$ cat src/rtl/instr_fetch_unit_if.sv
// Instruction-memory fetch bus: registered request/address from the fetch unit,
// acknowledge plus read data returned by the memory.
interface instr_fetch_unit_if #(
  parameter int ADDR_W = 32
);
  logic              imem_req;
  logic [ADDR_W-1:0] imem_addr;
  logic              imem_ack;
  logic [31:0]       imem_rdata;

  modport master (
    output imem_req,
    output imem_addr,
    input  imem_ack,
    input  imem_rdata
  );

  modport slave (
    input  imem_req,
    input  imem_addr,
    output imem_ack,
    output imem_rdata
  );
endinterface

$ cat src/rtl/instr_fetch_unit.sv
// Instruction fetch: PC generation, one-outstanding req/ack fetch, 2-entry
// prefetch queue feeding decode, and branch redirect with in-flight drop.
module instr_fetch_unit #(
  parameter int                ADDR_W   = 32,
  parameter logic [ADDR_W-1:0] RESET_PC = '0
) (
  input  logic                clk,
  input  logic                rst_n,
  instr_fetch_unit_if.master  imem,
  input  logic                stall,
  input  logic                pc_src,
  input  logic [ADDR_W-1:0]   branch_offset,
  output logic                if_valid,
  output logic [31:0]         if_instr,
  output logic [ADDR_W-1:0]   if_pc_plus4,
  output logic [5:0]          opcode,
  output logic [5:0]          func
);

  localparam logic [ADDR_W-1:0] ALIGN_MASK = {{(ADDR_W-2){1'b1}}, 2'b00};
  localparam logic [ADDR_W-1:0] START_PC   = RESET_PC & ALIGN_MASK;

  typedef enum logic {ST_FETCH = 1'b0, ST_DROP = 1'b1} state_t;

  state_t            state_q, state_d;
  logic              req_q, req_d;
  logic [ADDR_W-1:0] addr_q, addr_d;
  logic [ADDR_W-1:0] fetch_pc_q, fetch_pc_d;
  logic [1:0]        count_q, count_d;
  logic              rd_ptr_q, rd_ptr_d;
  logic              wr_ptr_q, wr_ptr_d;

  logic [31:0]       q_instr_q [2];
  logic [ADDR_W-1:0] q_pc4_q   [2];

  logic              ack;
  logic              consume;
  logic              redirect;
  logic              capture;
  logic              issue_ok;
  logic              pop;
  logic              launch;
  logic [ADDR_W-1:0] addr_plus4;
  logic [ADDR_W-1:0] target;

  // req_q doubles as the in-flight flag: it is set on issue and cleared on ack.
  assign ack        = imem.imem_ack & req_q;
  assign if_valid   = (count_q != 2'd0);
  assign consume    = if_valid & ~stall;
  assign redirect   = consume & pc_src;
  assign pop        = consume & ~redirect;
  assign addr_plus4 = addr_q + ADDR_W'(4);
  assign target     = (q_pc4_q[rd_ptr_q] + (branch_offset << 2)) & ALIGN_MASK;

  always_ff @(posedge clk) begin
    if (!rst_n) begin
      state_q    <= ST_FETCH;
      req_q      <= 1'b0;
      addr_q     <= START_PC;
      fetch_pc_q <= START_PC;
      count_q    <= 2'd0;
      rd_ptr_q   <= 1'b0;
      wr_ptr_q   <= 1'b0;
    end else begin
      state_q    <= state_d;
      req_q      <= req_d;
      addr_q     <= addr_d;
      fetch_pc_q <= fetch_pc_d;
      count_q    <= count_d;
      rd_ptr_q   <= rd_ptr_d;
      wr_ptr_q   <= wr_ptr_d;
    end
  end

  always_comb begin : fsm_next
    state_d = state_q;
    case (state_q)
      ST_FETCH: if (redirect && req_q && !ack) state_d = ST_DROP;
      ST_DROP:  if (ack) state_d = ST_FETCH;
    endcase
  end

  // An ack in DROP belongs to the pre-redirect stream and is discarded.
  always_comb begin : fsm_outputs
    capture  = 1'b0;
    issue_ok = 1'b0;
    case (state_q)
      ST_FETCH: begin
        capture  = ack & ~redirect;
        issue_ok = ~req_q;
      end
      ST_DROP: ;
    endcase
  end

  always_comb begin : queue_next
    count_d  = count_q;
    rd_ptr_d = rd_ptr_q;
    wr_ptr_d = wr_ptr_q;
    if (redirect) begin
      count_d  = 2'd0;
      rd_ptr_d = 1'b0;
      wr_ptr_d = 1'b0;
    end else begin
      count_d  = count_q + {1'b0, capture} - {1'b0, pop};
      rd_ptr_d = rd_ptr_q ^ pop;
      wr_ptr_d = wr_ptr_q ^ capture;
    end
  end

  // Issue is gated on post-edge occupancy so a capture can never overflow.
  assign launch = issue_ok & (count_d < 2'd2);

  always_comb begin : fetch_next
    fetch_pc_d = fetch_pc_q;
    if (capture)  fetch_pc_d = addr_plus4;
    if (redirect) fetch_pc_d = target;

    req_d  = req_q;
    addr_d = addr_q;
    if (ack) req_d = 1'b0;
    if (launch) begin
      req_d  = 1'b1;
      addr_d = fetch_pc_d;
    end
  end

  always_ff @(posedge clk) begin
    if (capture) begin
      q_instr_q[wr_ptr_q] <= imem.imem_rdata;
      q_pc4_q[wr_ptr_q]   <= addr_plus4;
    end
  end

  assign imem.imem_req  = req_q;
  assign imem.imem_addr = addr_q;

  assign if_instr    = if_valid ? q_instr_q[rd_ptr_q] : 32'd0;
  assign if_pc_plus4 = if_valid ? q_pc4_q[rd_ptr_q] : '0;
  assign opcode      = if_instr[31:26];
  assign func        = if_instr[5:0];

endmodule
$ cat src/flat_wrapper.sv
// flat-port wrapper written by rule: the top's interface ports become plain ports
module instr_fetch_unit_flat 
#(
  parameter int                ADDR_W   = 32,
  parameter logic [ADDR_W-1:0] RESET_PC = '0
)
  (clk, rst_n, stall, pc_src, branch_offset, if_valid, if_instr, if_pc_plus4, opcode, func, imem_imem_req, imem_imem_addr, imem_imem_ack, imem_imem_rdata);
  instr_fetch_unit_if #(.ADDR_W(ADDR_W)) imem_i ();
  input  logic clk;
  input  logic rst_n;
  input  logic stall;
  input  logic pc_src;
  input  logic [ADDR_W-1:0] branch_offset;
  output logic if_valid;
  output logic [31:0] if_instr;
  output logic [ADDR_W-1:0] if_pc_plus4;
  output logic [5:0] opcode;
  output logic [5:0] func;
  output wire logic [$bits(imem_i.imem_req)-1:0] imem_imem_req;
  output wire logic [$bits(imem_i.imem_addr)-1:0] imem_imem_addr;
  input wire logic [$bits(imem_i.imem_ack)-1:0] imem_imem_ack;
  input wire logic [$bits(imem_i.imem_rdata)-1:0] imem_imem_rdata;
  assign imem_imem_req = imem_i.imem_req;
  assign imem_imem_addr = imem_i.imem_addr;
  assign imem_i.imem_ack = imem_imem_ack;
  assign imem_i.imem_rdata = imem_imem_rdata;
  instr_fetch_unit #(.ADDR_W(ADDR_W), .RESET_PC(RESET_PC)) u_core (.clk(clk), .rst_n(rst_n), .imem(imem_i), .stall(stall), .pc_src(pc_src), .branch_offset(branch_offset), .if_valid(if_valid), .if_instr(if_instr), .if_pc_plus4(if_pc_plus4), .opcode(opcode), .func(func));
endmodule
$ cat config.mk
export PLATFORM = sky130hd
export DESIGN_NAME = instr_fetch_unit_flat
export DESIGN_NICKNAME = d
export VERILOG_FILES = /design/src/rtl/instr_fetch_unit_if.sv /design/src/rtl/instr_fetch_unit.sv /design/src/flat_wrapper.sv
export SDC_FILE = /design/constraint.sdc
export NUM_CORES = 1
export LEC_CHECK = 0
export CAP_MARGIN = 25
export CORE_UTILIZATION = 45
export CTS_CLUSTER_SIZE = 10
export DETAILED_ROUTE_END_ITERATION = 8
export PLACE_DENSITY = 0.77
export SLEW_MARGIN = 20
export SYNTH_ARGS = -nofsm -noshare
export SYNTH_HDL_FRONTEND = slang
export SYNTH_SLANG_ARGS = --single-unit
$ cat constraint.sdc
create_clock -name clk -period 8.1 [get_ports clk]
set_input_delay 1.62 -clock clk [delete_from_list [all_inputs] [get_ports clk]]
set_output_delay 1.62 -clock clk [all_outputs]
set_load 0.05 [all_outputs]
==> Word level (Yosys, flattened, before mapping) <==
Memories as Yosys holds them, arrays and structs flattened. A register that Yosys moved wholly into a read port is not among the register bits.
Index checks and enable logic that the tools add are counted.
{ "classes": {"n_addsub": 4, "n_lt_le_gt_ge": 1, "mux": 16, "n_bitwise": 13, "n_reduce_logical": 6} }
{ "ops": {"columns": ["operator", "count"], "rows": [
  ["32-bit two-way mux", 4],
  ["32-bit by 3-bit adder with 32-bit output (second input constant)", 1],
  ["32-bit adder", 1],
  ["1-bit two-way mux", 10],
  ["1-bit bitwise AND", 6],
  ["1-bit NOT", 5],
  ["2-bit nonzero test", 2],
  ["2-bit by 1-bit adder with 2-bit output", 1],
  ["1-bit logical AND", 2],
  ["2-bit < comparator (second input constant)", 1],
  ["2-bit two-way mux", 1],
  ["1-bit one-hot mux with 2 select lines", 1],
  ["2-bit OR reduction", 1],
  ["2-bit by 1-bit subtractor with 2-bit output", 1],
  ["1-bit bitwise XOR", 2],
  ["1-bit zero test", 1]
]} }
{ "totals": {"ff_bits": 70, "ram_bits": 128, "in_bits": 69, "output_inout_bits": 110, "wordCells": 49, "memories": 2} }
{ "memory_table": {"columns": ["name", "depth", "width", "read_ports", "rd_ports_with_merged_regs", "wr", "line_no", "text"], "rows": [
  ["u_core.q_instr_q", 2, 32, 1, 1, 1, "instr_fetch_unit.sv:33", "logic [31:0] q_instr_q [2];"],
  ["u_core.q_pc4_q", 2, 32, 1, 1, 1, "instr_fetch_unit.sv:34", "logic [ADDR_W-1:0] q_pc4_q [2];"]
]} }

==> Logic depth before layout (Yosys ltp) <==
{ "depth": {"ltp_word": 12, "depth_mapped": 14, "ltp_nobuf": 11} }

==> Worst setup path before layout <==
Ideal clock, no wire load.
{ "synth_timing": {"kind": "input to register", "start": "input port imem_imem_ack", "end": "memory u_core.q_instr_q[1][0], enable pin", "setup_ns": 0.429, "t_arrival_ns": 4.132, "required_time_ns": 7.671, "path_slack_ns": 3.539, "path_stages": 6, "path_buffers": 2, "cell_sequence": "nand2_1 or2_2 clkbuf_1 clkbuf_1 nor2_1 ha_1"} }
{ "synth_between": {"elab_chain_len": 5} }
{ "synth_lines": {"columns": ["element", "line_no", "text"], "rows": [
  ["start: declaration", "flat_wrapper.sv:21", "input wire logic [$bits(imem_i.imem_ack)-1:0] imem_imem_ack;"],
  ["1-bit bitwise AND", "instr_fetch_unit.sv:47", "assign ack = imem.imem_ack & req_q;"],
  ["1-bit bitwise AND", "instr_fetch_unit.sv:89", "capture = ack & ~redirect;"],
  ["1-bit two-way mux", "instr_fetch_unit.sv:87", "case (state_q)"],
  ["1-bit two-way mux", "instr_fetch_unit.sv:129", "if (capture) begin"],
  ["1-bit two-way mux (not written as such)", "instr_fetch_unit.sv:130", "q_instr_q[wr_ptr_q] <= imem.imem_rdata;"],
  ["end: declaration", "instr_fetch_unit.sv:33", null]
]} }
Every way passes these cells.

==> Final worst setup path <==
{ "layout_timing": {"start": "input port imem_imem_ack", "end": "register u_core.addr_q[19], in the netlist u_core.imem.imem_addr[19]"} }
{ "layout_between": {"elab_chain_len": 8, "elab_cells_between_ends": 10, "cone_classes": "add/sub (2); order compare (1); mux (4); bitwise (3)"} }
{ "layout_lines": {"columns": ["element", "line_no", "text"], "rows": [
  ["1-bit bitwise AND (*)", "instr_fetch_unit.sv:47", null],
  ["1-bit bitwise AND (*)", "instr_fetch_unit.sv:89", null],
  ["1-bit two-way mux (*)", "instr_fetch_unit.sv:87", null],
  ["2-bit by 1-bit adder with 2-bit output", "instr_fetch_unit.sv:105", "count_d = count_q + {1'b0, capture} - {1'b0, pop};"],
  ["2-bit by 1-bit subtractor with 2-bit output", "instr_fetch_unit.sv:105", null],
  ["2-bit two-way mux", "instr_fetch_unit.sv:100", "if (redirect) begin"],
  ["2-bit < comparator", "instr_fetch_unit.sv:112", "assign launch = issue_ok & (count_d < 2'd2);"],
  ["1-bit bitwise AND", "instr_fetch_unit.sv:112", null],
  ["end signal: assignment", "instr_fetch_unit.sv:67", "addr_q <= addr_d;"],
  ["end: declaration", "instr_fetch_unit.sv:27", "logic [ADDR_W-1:0] addr_q, addr_d;"]
]} }
Every way passes the cells marked *; elsewhere a longest branch is shown, timed or not.
A chain may end at the register's enable or synchronous reset.

==> qor.txt <==
largest family of logic cells by synthesized area -> simple AND/OR/NAND/NOR gates
Layout Nets -> 1178
fillers -> 1841
CTS tree -> built
Worst-path clk slew -> 0.08 ns
Yosys top cell by area -> edfxtp_1
VDD IR-drop max -> 0.185 mV
Setup Viol. Count Final -> 0
fin crit share -> 57.3%
Post-synth EDFFs -> 128
Critical Path Fanout Max -> 46
clk sink count -> 198
Post-CTS Resized -> 0
Core Area -> 0.0218 mm^2
Final Power -> 4530 uW
CTS Buf Count -> 17
DRT Wirelength -> 24600 um
Yosys top cell area share -> 38.6%
Slew HR -> 41.9%
final setup margin -> 3.46 ns
die height -> 151 um
multi-input logic area -> 0.00439 mm^2
PD cells -> 363 mW/mm^2
CP Class -> primary input to register
register area share after synthesis -> 52.7%
mux cell area share after synthesis -> 8.40%
Compound-Gate Fraction of Synth Area -> 11.6%
post-synthesis xor/xnor area fraction -> 4.82%
Crit. End Element -> register
status -> finished clean
Die ar. -> 0.0227 mm^2
Mapped Area -> 0.00996 mm^2
smallest hold slack -> 0.467 ns
HPWL Detailed -> 16800 um
Post-DP Area -> 0.0119 mm^2
largest net degree at the start of global routing -> 67
I/O pin count -> 179
post-synthesis adder-cell area fraction -> 4.47%
top cells by count, synth -> 128 x edfxtp_1, 120 x nor2_1, 70 x dfxtp_1, 66 x a21oi_1, 55 x nand2_1
Yosys reg bits -> 198
fin area -> 0.0125 mm^2
clock period minus worst slack -> 4.64 ns
Max-cap violations -> 0
prevailing post-synth register cell -> edfxtp_1
unrepaired setup endpoints after global routing -> false
routed via count -> 7649
Detailed Routing Iterations Pass 1 -> 5
syn_nets -> 1032
Hold Fails Final Rpt -> 0
Synth area leaders -> edfxtp_1 39%, dfxtp_1 14%, mux2i_1 4.5%
Post-DRT Antenna Nets -> 0
Req. time, crit path -> 8.49 ns
first-pass GRT wire length -> 37600 um
Unique masters post-synth -> 61
DRC Markers -> 0
register area -> 0.00525 mm^2
vias in the first global route -> 7109
Die X -> 151 um
CTS Hold Bufs -> 0
Max Slew Vio Count -> 0
FMAX -> 215 MHz
FP Rows -> 54
GRT overflow -> 0
most frequent cell after synthesis -> edfxtp_1
wire length per cell -> 18.0 um
Initial Util -> 45.8%
FFs w/ async S/R, synth -> 0%
setup_tns -> 0 ns
DR iter-0 viols -> 529
GP Congestion -> 0.862
Hold Crit Class -> register to register
CP Launch Type -> primary input
Worst Path Arrival -> 5.03 ns
Tot GR Track Use -> 21.7%
Ys Warns -> 0
Vias/cell -> 5.59
setup repair bufs after CTS -> 0
Setup WS pre-CTS -> 3.06 ns
cells after synthesis -> 928
initial antenna violation count -> 1
Leak -> 0.00446 uW
clk_lat worst skew -> 0.44 ns
syn avg cell area -> 10.7 um^2
Max Root-Sink Buffers -> 2
fraction of layout cells with a size suffix above 1 -> 8.92%
Area Growth Syn to Fin -> 25.3%
htree depth -> 4
clock root cell -> clkbuf_16
number of port buffers -> 176
clock skew -> 0.0171 ns
worst slew pin tran -> 0.864 ns
area share of and/or/nand/nor cells after synthesis -> 14.7%
registers in the layout, summed over array words and instances (netlist names):
signal                 flops
u_core.count_q             2
u_core.fetch_pc_q         32
u_core.imem.imem_addr     32
u_core.imem.imem_req       1
u_core.q_instr_q          64
u_core.q_pc4_q            64
u_core.rd_ptr_q            1
u_core.state_q             1
u_core.wr_ptr_q            1
cells by family (layout without fill, tap and decap cells):
family,count (synthesis),in the layout
AND/OR/NAND/NOR,301,301
flip-flops,198,198
AO/OA/AOI/OAI,188,188
multiplexers,79,79
buffers and inverters,73,232
XOR/XNOR,54,54
adder cells (fa/ha/maj),35,35
other,0,1
layout by cell type (no fill, tap or decap), types with 5 or more instances in the layout:
cell | synthesis | layout
ha_1 | 34 | 32
a211oi_1 | 10 | 10
a31oi_1 | 9 | 9
and2_1 | 36 | 36
buf_4 | 14 | 10
inv_8 | 0 | 7
clkdlybuf4s50_1 | 0 | 176
a21oi_1 | 66 | 66
nand4_1 | 11 | 11
xnor2_1 | 32 | 32
and4_1 | 6 | 6
o211ai_1 | 9 | 9
a21boi_0 | 5 | 5
inv_1 | 11 | 11
mux2_2 | 33 | 33
and3_1 | 13 | 13
nand2b_1 | 9 | 9
nand3_1 | 13 | 13
o21a_1 | 8 | 8
mux2i_1 | 45 | 45
clkbuf_16 | 0 | 17
nor2_1 | 120 | 119
xor2_1 | 21 | 21
edfxtp_1 | 128 | 128
nand2_1 | 55 | 55
a21o_1 | 11 | 11
nor3_1 | 10 | 10
dfxtp_1 | 70 | 69
nor4_1 | 6 | 6
o21ai_0 | 48 | 48
cell type report:
class / instances / share of cell area, %
Inverter: 12 / 0.361
Antenna cell: 1 / 0.0201
Clock buffer: 17 / 3.41
Tap cell: 280 / 2.81
Timing Repair Buffer: 188 / 15.0
Sequential cell: 198 / 42.1
Multi-Input combinational cell: 657 / 35.2
Clock inverter: 15 / 1.17
report_power, final:
group          total (uW)  switching [uW]  internal, uW
logic                2270            1480           788
clock network         828             415           413
registers            1430             130          1300
total                4530            2030          2500
critical path: stages:
cell             delay (ns)
clkdlybuf4s50_1        0.48
nand2_1                0.09
or2_2                  0.60
nor2_1                 0.40
ha_1                   0.23
xor2_1                 0.17
xnor2_1                0.20
o21a_1                 0.40
buf_4                  0.48
o21ai_0                0.11
o21ba_2                0.23
metrics by stage:
step / utilization [%] / std cells
after detailed placement: 54.6 / 1333
after global placement: 54.6 / 1333
final: 57.4 / 1368
after floorplan: - / 928
after CTS: 57.2 / 1365
after global routing: 57.3 / 1367
worst paths after layout:
check / end / from / cells after the start / slack [ns]
hold / removal: u_core.fetch_pc_q[0] / u_core.fetch_pc_q[0] / 2 / 0.47
setup / recovery: u_core.imem.imem_addr[19] / imem_imem_ack / 11 / 3.46
setup reg to reg: u_core.fetch_pc_q[28] / u_core.rd_ptr_q / 12 / 3.96
hold reg to reg: u_core.fetch_pc_q[0] / u_core.fetch_pc_q[0] / 2 / 0.47
layer usage:
| metal | up-vias | share of wire [%] | track usage (%) |
|---|---|---|---|
| li1 | 3646 | - | - |
| met1 | 3694 | 43 | 27.9 |
| met2 | 272 | 49 | 37.5 |
| met3 | 35 | 6.6 | 3.67 |
| met4 | 2 | 1.5 | 6.10 |
| met5 | - | 0.069 | 0 |
(Power assumes the default switching activity.)
==> RTL edit 1, RTL diff (same settings) <==
Reset style: asynchronous (`rst_n`), changed in one clocked block.
--- a/src/rtl/instr_fetch_unit.sv
+++ b/src/rtl/instr_fetch_unit.sv
@@ -53,5 +53,5 @@
   assign target     = (q_pc4_q[rd_ptr_q] + (branch_offset << 2)) & ALIGN_MASK;
 
-  always_ff @(posedge clk) begin
+  always_ff @(posedge clk or negedge rst_n) begin
     if (!rst_n) begin
       state_q    <= ST_FETCH;
Formal check against the unedited RTL: differs if rst_n is asserted again (counterexample within 4 cycles, from zero or initial values and one cycle with rst_n low); with rst_n held inactive, the same outputs for 4 cycles.
==> RTL edit 1 against the unedited design <==
Clock skew decreased by 0.0029 ns. Combinational power increased by 51%. Synthesized area increased by 3.9%. Die area increased by 3.8%. Wire length increased by 2.3%. Critical endpoint is now u_core.imem.imem_addr[30]. Cell area increased by 3.5%. Largest cell class unchanged. Largest power group unchanged. Sequential share of layout area increased by 1.3 points. Critical path depth increased by 1. Sequential cell count unchanged. Global-route usage decreased by 0.18 points. Highest routed layer is now met4. Register-to-register slack improved by 0.05 ns. Total power increased by 30%. Sequential power increased by 14%. Worst setup slack got worse by 0.30 ns.
==> RTL edit 1: results <==
set metrics [dict create \
    grt_pass1_wl_mm 39.2 \
    wl_per_cell_um 18.5 \
    clk_latency_ns 0.44 \
    cts-htree-levels 4 \
    synth.yosys.seq_area_share_pct 54.1 \
    critPathSlowestCell "or3_1" \
    grt_max_degree 71 \
    cts-root-buf "clkbuf_16" \
    track_usage_pct 21.5 \
    diodes 0 \
    crit_fanout 33 \
    finalNonFillerCells 1357 \
    p_leak_nw 5.01 \
    gp_congestion 0.914 \
    drtPass1Iterations 5 \
    synthDistinctLibCells 73 \
    clock_skew_ns 0.0142 \
    critical_path.max_stage_delay_ns 0.70 \
    cts_setup_buffers 0 \
    maxSlewHeadroom_pct 37.0 \
    grt_pass1_vias 7347 \
    synth-main-ff-cell "edfxtp_1" \
    antenna_found_initial 0 \
    reg_top3 "u_core.q_instr_q: 64 flops, u_core.q_pc4_q: 64 flops" \
    synthArstFlopShare_pct 35.4 \
    clk_path_buf_depth 2 \
    worstPathArrival_ns 5.27 \
    ys_top_cells_by_count "edfxtp_1 (128), nor2_1 (96), nand2_1 (84)" \
    netlist_instances 910 \
    fin_nets 1163 \
    ir_drop_v 0.000202 \
    synth_edf_count 128 \
    outcome "completed" \
    hold_path_class "flop to flop" \
    hpwlAfterDp_mm 17.5 \
    drt_iter0_drc 630 \
    post_route_cells_drive_above_1_share_pct 10.6 \
    synth.area.top_cells "edfxtp_1 (37%), dfrtp_1 (17%), mux2i_1 (4.6%), mux2_2 (4.6%), ha_1 (4.1%)" \
    vias 7561 \
    synth_nets 1014 \
    placed_cells 1323 \
]
[RTL edit 1: cell types whose count changed in the layout (fill, tap and decap cells not counted), moves of 12 or more]
cell / before / now
dfrtp_1: 0 / 69
dfxtp_1: 69 / 0
a21oi_1: 66 / 37
nand2_1: 55 / 84
nor2_1: 119 / 94
inv_1: 11 / 23
o21ai_0: 48 / 36
[RTL edit 1: cells by family after synthesis]
kind of cell / after synthesis / share of synthesized area (%)
compound gates: 145 / 9.11
buf+inv: 79 / 3.46
fa+ha+maj: 35 / 4.31
xor+xnor: 56 / 4.74
mux: 91 / 9.33
flops: 198 / 54.1
simple gates: 306 / 15.0
[RTL edit 1: path summary, 6_finish.rpt]
path | slack, ns | cells after the start | from | end
setup / recovery | 3.16 | 12 | imem_imem_ack | u_core.imem.imem_addr[30]
min in group asynchronous | 1.38 | 2 | rst_n | u_core.fetch_pc_q[26]
max in group asynchronous | 6.03 | 2 | rst_n | u_core.rd_ptr_q
setup reg to reg | 4.01 | 12 | u_core.count_q[0] | u_core.imem.imem_addr[30]
hold / removal | 0.54 | 2 | u_core.fetch_pc_q[0] | u_core.fetch_pc_q[0]
hold reg to reg | 0.54 | 2 | u_core.fetch_pc_q[0] | u_core.fetch_pc_q[0]
[RTL edit 1: routing by layer]
metal	part of all wire (%)	wire, µm	vias to the layer above	GRT usage, %
li1	-	-	3556	-
met4	1.6	408	0	6.38
met3	7.0	1760	30	5.05
met5	0	0	-	0
met1	44	11200	3698	28.4
met2	47	11800	277	35.2
[RTL edit 1: per-stage QoR]
stage               worst slack [ns]  hold WS [ns]  cell area (µm²)
finish                          3.16         0.535            12900
global route                    2.86         0.576            12900
CTS                             3.11         0.534            12900
detailed placement              2.75         0.516            12300
global placement                2.83         0.510            12300
floorplan                       3.42         0.485            10300
[RTL edit 1: report_power, final]
part           total, mW  internal [mW]  switching (mW)
Clock              0.846          0.454           0.393
Combinational       3.42           1.20            2.23
Sequential          1.63           1.43           0.207
[RTL edit 1: critical path, delay by kind of cell]
kind / cells / cell delay [ns]
and+or+nand+nor: 6 / 2.04
AOI/OAI and AO/OA: 2 / 0.55
buffers and inverters: 1 / 0.49
xor gates and xnor gates: 2 / 0.32
adders and majority gates: 1 / 0.21
[RTL edit 1: cell type report]
type                    instances  area, µm²
fillers                      1876       9660
flip-flops and latches        198       5600
multi-input cells             633       4420
repair buffers                186       1860
clock buffers                  19        454
well taps                     285        357
clock inverters                13        141
inverters                      23       86.3
==> RTL edit 2, RTL diff (config.mk and constraints unchanged) <==
Without the edit above. `ADDR_W` is set to 32 in 3 places; all go to 64.
--- a/src/rtl/instr_fetch_unit_if.sv
+++ b/src/rtl/instr_fetch_unit_if.sv
@@ -2,5 +2,5 @@
 // acknowledge plus read data returned by the memory.
 interface instr_fetch_unit_if #(
-  parameter int ADDR_W = 32
+  parameter int ADDR_W = 64
 );
   logic              imem_req;
--- a/src/rtl/instr_fetch_unit.sv
+++ b/src/rtl/instr_fetch_unit.sv
@@ -2,5 +2,5 @@
 // prefetch queue feeding decode, and branch redirect with in-flight drop.
 module instr_fetch_unit #(
-  parameter int                ADDR_W   = 32,
+  parameter int                ADDR_W   = 64,
   parameter logic [ADDR_W-1:0] RESET_PC = '0
 ) (
--- a/src/flat_wrapper.sv
+++ b/src/flat_wrapper.sv
@@ -2,5 +2,5 @@
 module instr_fetch_unit_flat 
 #(
-  parameter int                ADDR_W   = 32,
+  parameter int                ADDR_W   = 64,
   parameter logic [ADDR_W-1:0] RESET_PC = '0
 )
Interface: changed (resized branch_offset, if_pc_plus4 and imem_imem_addr); port bits go from 179 to 275. The function was not compared with the original's and may differ.
==> RTL edit 2 against the unedited design <==
Count of clock-buffer cells in the layout is 50 higher. Synthesized area is 78% higher. Total power is 83% higher. First-iteration DRC count is 150% higher. Sequential cell count is 128 higher. Wire length is 110% higher. Cell area is 76% higher. Worst setup slack worse by 0.55 ns. Register-to-register slack worse by 0.90 ns. Sequential share of layout area is 3.5 points lower.
==> RTL edit 2: results <==
set metrics [dict create \
    critical_path.max_stage_delay_ns 0.95 \
    clk_latency_ns 0.55 \
    worstPathArrival_ns 3.58 \
    synth.yosys.seq_area_share_pct 47.8 \
    outcome "completed" \
    clock_skew_ns 0.0270 \
    grt_use_met2_pct 41.9 \
    drt_iter0_drc 1313 \
    post_route_cells_drive_above_1_share_pct 9.23 \
    synth_edf_count 192 \
    wl_met2_mm 24.7 \
    path_clk_slew_ns 0.05 \
    p_sw_mw 3.75 \
    power_frac_seq_pct 29.7 \
    gr-usage-met3_pct 3.69 \
    synth_nets 1951 \
    p_leak_nw 7.97 \
    fin_nets 2173 \
    vias 14688 \
    cts-htree-levels 2 \
    critPathSlowestCell "dfxtp_4" \
    top_layer_used "met4" \
    grt_pass1_wl_mm 78.5 \
    clk_path_buf_depth 3 \
    pre_cts_ws_ns 2.42 \
    p_seq_mw 2.47 \
    tightest_slew_ns 0.944 \
    synthDistinctLibCells 85 \
    wl_mm 51.0 \
    ys_top_cells_by_count "nor2_1 (232), edfxtp_1 (192), a21oi_1 (160)" \
    hold_start "u_core.fetch_pc_q[1]" \
    hpwlAfterDp_mm 35.1 \
    placed_cells 2480 \
    crit_start "u_core.rd_ptr_q" \
    grt_pass1_vias 14323 \
]
-- RTL edit 2: path summary, 6_finish.rpt --
path,to,slack (ns),depth (start not counted)
min,u_core.fetch_pc_q[1],0.46,2
min reg2reg,u_core.fetch_pc_q[1],0.46,2
max reg2reg,u_core.imem.imem_addr[56],3.06,13
max,if_pc_plus4[46],2.90,4
-- RTL edit 2: cells by family after synthesis --
family,Yosys count,share of synthesized area (%)
xor gates and xnor gates,117,5.79
AOI/OAI and AO/OA,417,15.0
muxes,109,6.63
DFF,326,47.8
adders and majority gates,67,4.78
buffers and inverters,134,3.30
and+or+nand+nor,613,16.7
-- RTL edit 2: cell type report --
cell class                      count  area, µm²
Inverter                           28        105
Tap cell                          518        648
Fill cell                        3331      16800
Clock inverter                      5       35.0
Clock buffer                       67       1110
Timing Repair Buffer              287       2870
Sequential cell                   326       8450
Multi-Input combinational cell   1323       8700
